`src/rtl/mips_pkg.sv`:
```
// Shared MIPS32 definitions: opcode/funct codes, ALU encodings and the
// packed control bundle that travels from ID into EX.
package mips_pkg;

  localparam logic [5:0] OP_RTYPE = 6'h00;
  localparam logic [5:0] OP_ADDI  = 6'h08;
  localparam logic [5:0] OP_LW    = 6'h23;
  localparam logic [5:0] OP_SW    = 6'h2B;
  localparam logic [5:0] OP_BEQ   = 6'h04;

  localparam logic [5:0] FN_ADD = 6'h20;
  localparam logic [5:0] FN_SUB = 6'h22;
  localparam logic [5:0] FN_AND = 6'h24;
  localparam logic [5:0] FN_OR  = 6'h25;
  localparam logic [5:0] FN_SLT = 6'h2A;

  typedef enum logic [2:0] {
    ALU_ADD = 3'd0,
    ALU_SUB = 3'd1,
    ALU_AND = 3'd2,
    ALU_OR  = 3'd3,
    ALU_SLT = 3'd4
  } alu_op_t;

  typedef struct packed {
    logic    reg_write;
    logic    mem_read;
    logic    mem_write;
    logic    branch;
    logic    alu_src_imm;
    alu_op_t alu_op;
    logic    illegal;
  } ctrl_t;

  localparam ctrl_t CTRL_NONE    = '{1'b0, 1'b0, 1'b0, 1'b0, 1'b0, ALU_ADD, 1'b0};
  // Illegal instructions carry no write/memory/branch side effects at all.
  localparam ctrl_t CTRL_ILLEGAL = '{1'b0, 1'b0, 1'b0, 1'b0, 1'b0, ALU_ADD, 1'b1};

endpackage

```
`src/rtl/register_file.sv`:
```
// 32-entry register file: two combinational read ports with write-through
// bypass, one write port, synchronous active-low clear, r0 reads as zero.
module register_file #(
  parameter int DATA_W  = 32,
  parameter int RADDR_W = 5
) (
  input  logic               clk,
  input  logic               rst_n,
  input  logic [RADDR_W-1:0] ra1,
  input  logic [RADDR_W-1:0] ra2,
  output logic [DATA_W-1:0]  rd1,
  output logic [DATA_W-1:0]  rd2,
  input  logic               we,
  input  logic [RADDR_W-1:0] wa,
  input  logic [DATA_W-1:0]  wd
);

  localparam int NREGS = 1 << RADDR_W;

  logic [DATA_W-1:0] regs [NREGS];

  always_ff @(posedge clk) begin
    if (!rst_n) begin
      for (int i = 0; i < NREGS; i++) begin
        regs[i] <= '0;
      end
    end else if (we && (wa != '0)) begin
      regs[wa] <= wd;
    end
  end

  // A same-cycle write to the addressed register wins over the array value.
  always_comb begin
    rd1 = '0;
    rd2 = '0;
    if (ra1 != '0) begin
      rd1 = (we && (wa == ra1)) ? wd : regs[ra1];
    end
    if (ra2 != '0) begin
      rd2 = (we && (wa == ra2)) ? wd : regs[ra2];
    end
  end

endmodule

```
`src/rtl/instruction_decode.sv`:
```
// ID stage: decodes one instruction per cycle, reads operands and registers
// the decode into the ID/EX pipeline register.
module instruction_decode
  import mips_pkg::*;
#(
  parameter int DATA_W  = 32,
  parameter int RADDR_W = 5
) (
  input  logic               clk,
  input  logic               rst_n,
  input  logic [31:0]        instr_in,
  input  logic               instr_valid,
  input  logic               stall,
  input  logic               flush,
  input  logic               wb_en,
  input  logic [RADDR_W-1:0] wb_addr,
  input  logic [DATA_W-1:0]  wb_data,
  output logic               id_valid,
  output logic [DATA_W-1:0]  rs_data,
  output logic [DATA_W-1:0]  rt_data,
  output logic [DATA_W-1:0]  imm_ext,
  output logic [RADDR_W-1:0] dest_addr,
  output logic [2:0]         alu_op,
  output logic               alu_src_imm,
  output logic               reg_write,
  output logic               mem_read,
  output logic               mem_write,
  output logic               branch,
  output logic               illegal
);

  // Handshake: instr_in is taken on an edge only when instr_valid=1 and
  // neither stall nor flush is high; stall holds ID/EX, flush (which beats
  // stall) inserts a bubble, and instr_valid=0 on a load also inserts one.

  logic [5:0]         opcode;
  logic [5:0]         funct;
  logic [RADDR_W-1:0] rs_addr;
  logic [RADDR_W-1:0] rt_addr;
  logic [RADDR_W-1:0] rd_addr;

  assign opcode  = instr_in[31:26];
  assign funct   = instr_in[5:0];
  assign rs_addr = instr_in[21 +: RADDR_W];
  assign rt_addr = instr_in[16 +: RADDR_W];
  assign rd_addr = instr_in[11 +: RADDR_W];

  logic [DATA_W-1:0] rf_rs;
  logic [DATA_W-1:0] rf_rt;

  register_file #(
    .DATA_W (DATA_W),
    .RADDR_W(RADDR_W)
  ) u_register_file (
    .clk  (clk),
    .rst_n(rst_n),
    .ra1  (rs_addr),
    .ra2  (rt_addr),
    .rd1  (rf_rs),
    .rd2  (rf_rt),
    .we   (wb_en),
    .wa   (wb_addr),
    .wd   (wb_data)
  );

  ctrl_t              dec_ctrl;
  logic [RADDR_W-1:0] dec_dest;
  logic [DATA_W-1:0]  dec_imm;

  assign dec_imm = {{(DATA_W-16){instr_in[15]}}, instr_in[15:0]};

  // The all-zero word (sll $0 nop) falls through as a legal no-op.
  always_comb begin
    dec_ctrl = CTRL_NONE;
    dec_dest = '0;
    if (instr_in != 32'h0000_0000) begin
      case (opcode)
        OP_RTYPE: begin
          dec_ctrl.reg_write = 1'b1;
          dec_dest           = rd_addr;
          case (funct)
            FN_ADD:  dec_ctrl.alu_op = ALU_ADD;
            FN_SUB:  dec_ctrl.alu_op = ALU_SUB;
            FN_AND:  dec_ctrl.alu_op = ALU_AND;
            FN_OR:   dec_ctrl.alu_op = ALU_OR;
            FN_SLT:  dec_ctrl.alu_op = ALU_SLT;
            default: begin
              dec_ctrl = CTRL_ILLEGAL;
              dec_dest = '0;
            end
          endcase
        end
        OP_ADDI: begin
          dec_ctrl.reg_write   = 1'b1;
          dec_ctrl.alu_src_imm = 1'b1;
          dec_dest             = rt_addr;
        end
        OP_LW: begin
          dec_ctrl.reg_write   = 1'b1;
          dec_ctrl.mem_read    = 1'b1;
          dec_ctrl.alu_src_imm = 1'b1;
          dec_dest             = rt_addr;
        end
        OP_SW: begin
          dec_ctrl.mem_write   = 1'b1;
          dec_ctrl.alu_src_imm = 1'b1;
        end
        OP_BEQ: begin
          dec_ctrl.branch = 1'b1;
          dec_ctrl.alu_op = ALU_SUB;
        end
        default: dec_ctrl = CTRL_ILLEGAL;
      endcase
    end
  end

  ctrl_t              ctrl_q;
  logic               valid_q;
  logic [DATA_W-1:0]  rs_q;
  logic [DATA_W-1:0]  rt_q;
  logic [DATA_W-1:0]  imm_q;
  logic [RADDR_W-1:0] dest_q;

  // Bubbles clear only valid and control; operand/data fields keep their values.
  always_ff @(posedge clk) begin
    if (!rst_n) begin
      valid_q <= 1'b0;
      ctrl_q  <= CTRL_NONE;
      rs_q    <= '0;
      rt_q    <= '0;
      imm_q   <= '0;
      dest_q  <= '0;
    end else if (flush) begin
      valid_q <= 1'b0;
      ctrl_q  <= CTRL_NONE;
    end else if (stall) begin
      valid_q <= valid_q;
    end else if (instr_valid) begin
      valid_q <= 1'b1;
      ctrl_q  <= dec_ctrl;
      rs_q    <= rf_rs;
      rt_q    <= rf_rt;
      imm_q   <= dec_imm;
      dest_q  <= dec_dest;
    end else begin
      valid_q <= 1'b0;
      ctrl_q  <= CTRL_NONE;
    end
  end

  assign id_valid    = valid_q;
  assign rs_data     = rs_q;
  assign rt_data     = rt_q;
  assign imm_ext     = imm_q;
  assign dest_addr   = dest_q;
  assign alu_op      = ctrl_q.alu_op;
  assign alu_src_imm = ctrl_q.alu_src_imm;
  assign reg_write   = ctrl_q.reg_write;
  assign mem_read    = ctrl_q.mem_read;
  assign mem_write   = ctrl_q.mem_write;
  assign branch      = ctrl_q.branch;
  assign illegal     = ctrl_q.illegal;

endmodule

```
`config.mk`:
```
export PLATFORM = sky130hd
export DESIGN_NAME = instruction_decode
export DESIGN_NICKNAME = d
export VERILOG_FILES = /design/src/rtl/mips_pkg.sv /design/src/rtl/register_file.sv /design/src/rtl/instruction_decode.sv
export SDC_FILE = /design/constraint.sdc
export NUM_CORES = 2
export LEC_CHECK = 0
export ABC_CLOCK_PERIOD_IN_PS = 3800
export BUFFER_PORTS_ARGS = -buffer_cell sky130_fd_sc_hd__buf_4
export CAP_MARGIN = 20
export CORE_MARGIN = 8
export CORE_UTILIZATION = 30
export CTS_CLUSTER_DIAMETER = 40
export DETAILED_ROUTE_END_ITERATION = 8
export SYNTH_ARGS = -nofsm -noshare
export SYNTH_HDL_FRONTEND = slang
export SYNTH_SLANG_ARGS = --single-unit
```
`constraint.sdc`:
```
create_clock -name clk -period 3.8 [get_ports clk]
set_clock_uncertainty 0.1 [all_clocks]
set_input_delay 0.38 -clock clk [delete_from_list [all_inputs] [get_ports clk]]
set_output_delay 0.38 -clock clk [all_outputs]
set_load 0.03 [all_outputs]
```
# [Word level (Yosys, flattened, before mapping)]
# Memories as Yosys holds them, arrays and structs flattened.
# Index checks and enable logic that the tools add are counted.
[word_totals] ram_bits=1024 regBits=95 inputBits=75 out_inout_bits=111 memories=1 wordCells=69
[classes] n_mux=27 eq_ne=11 reduce_logical=15 bitwise_logic=3
[memory_table] memory="u_register_file.regs" words=32 word_bits=32 rd=2 rd_ports_with_merged_regs=0 write_ports=32 line="register_file.sv:20" source="logic [DATA_W-1:0] regs [NREGS];"
[ops] op="32-bit 2-to-1 mux" n=5
[ops] op="6-bit == test (second input constant)" n=7
[ops] op="32-bit nonzero test" n=1
[ops] op="32-bit OR reduction" n=1
[ops] op="5-bit 2-to-1 mux" n=4
[ops] op="9-bit 2-to-1 mux" n=2
[ops] op="5-bit nonzero test" n=3
[ops] op="1-bit one-hot mux with 2 select lines" n=6
[ops] op="3-bit one-hot mux with 4 select lines" n=1
[ops] op="5-bit == test" n=2
[ops] op="5-bit one-hot mux with 2 select lines" n=1
[ops] op="1-bit 2-to-1 mux" n=7
[ops] op="6-bit by 3-bit == test with 1-bit output (second input constant)" n=1
[ops] op="6-bit by 4-bit == test with 1-bit output (second input constant)" n=1
[ops] op="6-bit zero test" n=1
[ops] op="3-bit one-hot mux with 2 select lines" n=1
[ops] op="5-bit OR reduction" n=1
[ops] op="2-bit OR reduction" n=2
[ops] op="4-bit OR reduction" n=1
[ops] op="1-bit logical AND" n=3
[ops] op="1-bit NOT" n=3
[ops] op="3-bit AND reduction" n=1
[ops] op="3-bit OR reduction" n=1

# [Longest topological paths before layout]
[depth] depth_word=7 depth_mapped=10 ltp_nobuf=5

# [Modules after synthesis]
# Synthesis repeated with hierarchy kept, for this count alone.
[hier_totals] hier_cells=4429 hier_area_um2=59363.2
[modules_own_cells] mod="register_file" instances=1 seq_area_each_um2=30749.5 area_per_inst_um2=55525.8 cells_per_inst=3973
[modules_own_cells] mod="instruction_decode" instances=1 seq_area_each_um2=1901.8 area_per_inst_um2=3837.4 cells_per_inst=456

# [Worst setup path after synthesis]
# No wires, ideal clock.
[synth_timing] kind="input to register" start="input wb_addr[2]" end="memory u_register_file.regs[12][0], enable pin" stages=6 path_slack_ps=-293 t_required_ps=3234 n_path_buf=3 setup_time_ps=466 t_arrival_ps=3527 cell_sequence="buf_2 > or3_1 > clkbuf_1 > nand3b_1 > clkbuf_1 > o21ai_0"
[synth_lines] item="start, declared" line="instruction_decode.sv:16" source="input logic [RADDR_W-1:0] wb_addr,"
[synth_lines] item="end, declared" line="register_file.sv:20"

# [Worst setup path in the final report]
[layout_timing] start="input instr_in[19]" end="register ctrl_q, in the netlist mem_write"
[layout_between] elab_chain_len=3
[layout_lines] item="start, declared" line="instruction_decode.sv:11" source="input logic [31:0] instr_in,"
[layout_lines] item="32-bit nonzero test" line="instruction_decode.sv:76" source="if (instr_in != 32'h0000_0000) begin"
[layout_lines] item="9-bit 2-to-1 mux" line="instruction_decode.sv:76"
[layout_lines] item="9-bit 2-to-1 mux" line="instruction_decode.sv:138" source="end else if (instr_valid) begin"
[layout_lines] item="end signal, assigned" line="instruction_decode.sv:140" source="ctrl_q <= dec_ctrl;"
[layout_lines] item="end, declared" line="instruction_decode.sv:117" source="ctrl_t ctrl_q;"
# No other way between the ends.
# A chain may end at the register's enable or synchronous reset.

==> impl_metrics.csv <==
group,metric,value,unit
status,status,"complete, no violations",
detailed_routing,drc,0,
timing,tightest_slew,1094,ps
layout,syn_to_final_growth,17.94,%
clock_network,post_cts_buffers,0,
power,power_density,464.2,mW/mm²
layout,fin_nets,4159,
layout,stdcell_area,0.06935,mm²
die,rows,162,
logic_synthesis,synth_top_area_share,52.29,%
detailed_routing,drt_iter0_markers,5003,
logic_synthesis,ys_types,69,
clock_network,clk_pin_slew_worst_paths,60,ps
global_routing,grt_pass1_vias,38134,
timing,rsz0062_at_grt,"false",
logic_synthesis,syn_area_per_cell,14.93,µm²
timing,slew_viol_final,0,
timing,max_slew_margin,27.04,%
clock_network,clk_latency,800,ps
global_routing,grtUsageTotal,19.52,%
power,design_power_total,32200,µW
die,start_util,30.19,%
setup_path,rr_endpoint,"rt_data[8]",
die,die_w,458.7,µm
logic_synthesis,yosysSeqAreaShare,55.53,%
min_path,min_path_cells,3,
global_routing,overflow,0,
setup_path,crit_arrival,3660,ps
timing,finalCritPeriodShare,81.35,%
run,maxCapViolCount,0,
clock_network,ctsResizeCount,0,
power,p_leak,0.02393,µW
global_routing,grt_max_degree,91,
timing,setup_viol,0,
logic_synthesis,synth_area,0.05880,mm²
setup_path,r2r_cells,4,
setup_path,path_max_fanout,10,
logic_synthesis,ys_ff_latch,1119,
logic_synthesis,ys_async_sr_fraction,0,%
clock_network,h-tree-depth,4,
detailed_routing,dr.pass1.iters,6,
detailed_routing,final_antenna_net_count,0,
clock_network,root_buffer,"clkbuf_16",
clock_network,numCtsBuffers,140,
timing,tns,0,ps
timing,final_hold_viol_count,0,
detailed_routing,routed_wirelength,212600,µm
logic_synthesis,synth_commonest_cells,"1024 x edfxtp_1, 995 x and2_1, 525 x mux4_2",
timing,max_freq,0.3235,GHz
setup_path,setup.worst_path.class,"primary input to flop",
power,irDropWorstVdd,478.5,µV
timing,hold_slack,25.54,ps
die,core,0.1948,mm²
layout,final_util,35.60,%
clock_network,clk_path_buf_depth,3,
clock_network,cts_tree,"yes",
logic_synthesis,synth_area_leaders,"edfxtp_1 52%, mux4_2 20%, and2_1 11%, dfxtp_1 3.2%, mux2i_1 1.9%",
setup_path,r2r-start,"u_register_file.regs[23][8]",
detailed_routing,viasPerCell,5.557,
logic_synthesis,yosysTopAreaCell,"edfxtp_1",
detailed_routing,vias,38042,
setup_path,r2r_slack,960,ps
die,dieHeight,458.7,µm
global_routing,antenna_found_initial,35,
die,io_pins,186,
logic_synthesis,ys_warn_count,0,
place,io_buffer_count,185,
setup_path,required,4370,ps
detailed_routing,wl_per_cell,31.05,µm
logic_synthesis,synth_cells,3938,
place,gp_congestion,0.8779,
min_path,min_to,"rs_data[7]",
logic_synthesis,synth_edf_count,1024,
place,placed_cell_area,0.06403,mm²
logic_synthesis,synth_ff_type,"edfxtp_1",
clock_network,clock-sinks,1119,
setup_path,critPathLaunchType,"primary input",
place,hpwlAfterDp,129300,µm
timing,period_minus_slack,3091,ps
die,die-area,0.2104,mm²
logic_synthesis,synth.most_common_cell,"edfxtp_1",
global_routing,grt_pass1_wl,295200,µm
layout,drive_gt1_share,30.33,%
setup_path,end_kind,"flop",
min_path,hold_path_class,"primary input to flop",
min_path,hp-start,"wb_data[7]",
[power breakdown]
part	switching, µW	internal, µW
Sequential	405	14100
Clock	5700	8350
Combinational	2090	1560
[placed cells by master (no fill, tap or decap), drive strengths merged, types with 21 or more instances in the layout]
cell / synthesis / final
clkinv: 0 / 43
mux2i: 114 / 114
edfxtp: 1024 / 1024
mux2: 62 / 62
o21ai: 95 / 95
nor2: 58 / 58
a22oi: 26 / 26
diode: 0 / 21
nor2b: 25 / 25
buf: 137 / 361
o22ai: 31 / 31
a21o: 28 / 28
nand3: 38 / 38
clkbuf: 292 / 166
dfxtp: 95 / 95
dlygate4sd3: 0 / 39
a21oi: 37 / 37
a211oi: 42 / 42
conb: 1 / 32
inv: 5 / 32
nand2: 105 / 105
and2: 995 / 995
mux4: 525 / 525
[sequential cells by signal, summed over array words and instances, names as in the netlist]
register and flops:
u_register_file.regs 1024, mem_write 1, id_valid 1, dest_addr 5
illegal 1, reg_write 1, imm_ext 16, alu_op 3
mem_read 1, alu_src_imm 1, branch 1, rs_data 32
rt_data 32
[worst max-delay path, stage by stage]
cell and delay [ps]:
dlygate4sd3_1 540, buf_4 230, nor4_1 880, a41oi_1 600
a32oi_1 370, dlygate4sd3_1 600, nor2_1 50
[cell families (layout without fill, tap and decap cells)]
kind of cell,count (synthesis),in the layout,share of synthesized area [%]
muxes,701,701,23.24
other,1,53,0.006377
DFF,1119,1119,55.53
and+or+nand+nor,1280,1280,12.96
xor gates and xnor gates,10,10,0.1490
AOI/OAI and AO/OA,393,393,4.781
buffers and inverters,434,666,3.339
[worst max path at each step]
stage | start | end
final | instr_in[19] | mem_write
after global routing | instr_in[29] | mem_write
after CTS | instr_in[19] | mem_write
after detailed placement | instr_in[16] | rt_data[4]
after global placement | instr_in[16] | rt_data[4]
after floorplan | wb_addr[2] | u_register_file.regs[12][0]
[metal layers]
metal	track usage (%)	wire length, µm	vias up
met1	23.78	77610	19814
met3	4.031	19110	540
li1	-	-	15485
met2	31.51	100500	2201
met5	0	20	-
met4	12.73	15300	2
[through the flow]
stage | worst slack, ps | std cells
final | 708.7 | 6846
after global routing | 612.7 | 6843
after CTS | 783.8 | 6824
after detailed placement | 411.4 | 6526
after global placement | 415.5 | 6526
after floorplan | -293.0 | 3969
[what timing repair did]
action                                  CTS  global route
hold buffers                             39             0
hold endpoints to repair                 82             0
endpoints found under the setup margin    0             0
[area by class of cell]
class | count | area [µm²]
diodes | 21 | 52.55
clock buffers | 164 | 3702
clock inverters | 95 | 1155
fillers | 18273 | 125400
inverters | 5 | 18.77
multi-input cells | 2416 | 24900
flip-flops and latches | 1119 | 32650
well taps | 2624 | 3283
repair buffers | 402 | 3587
Note: power is estimated with default switching activity, not from simulation.
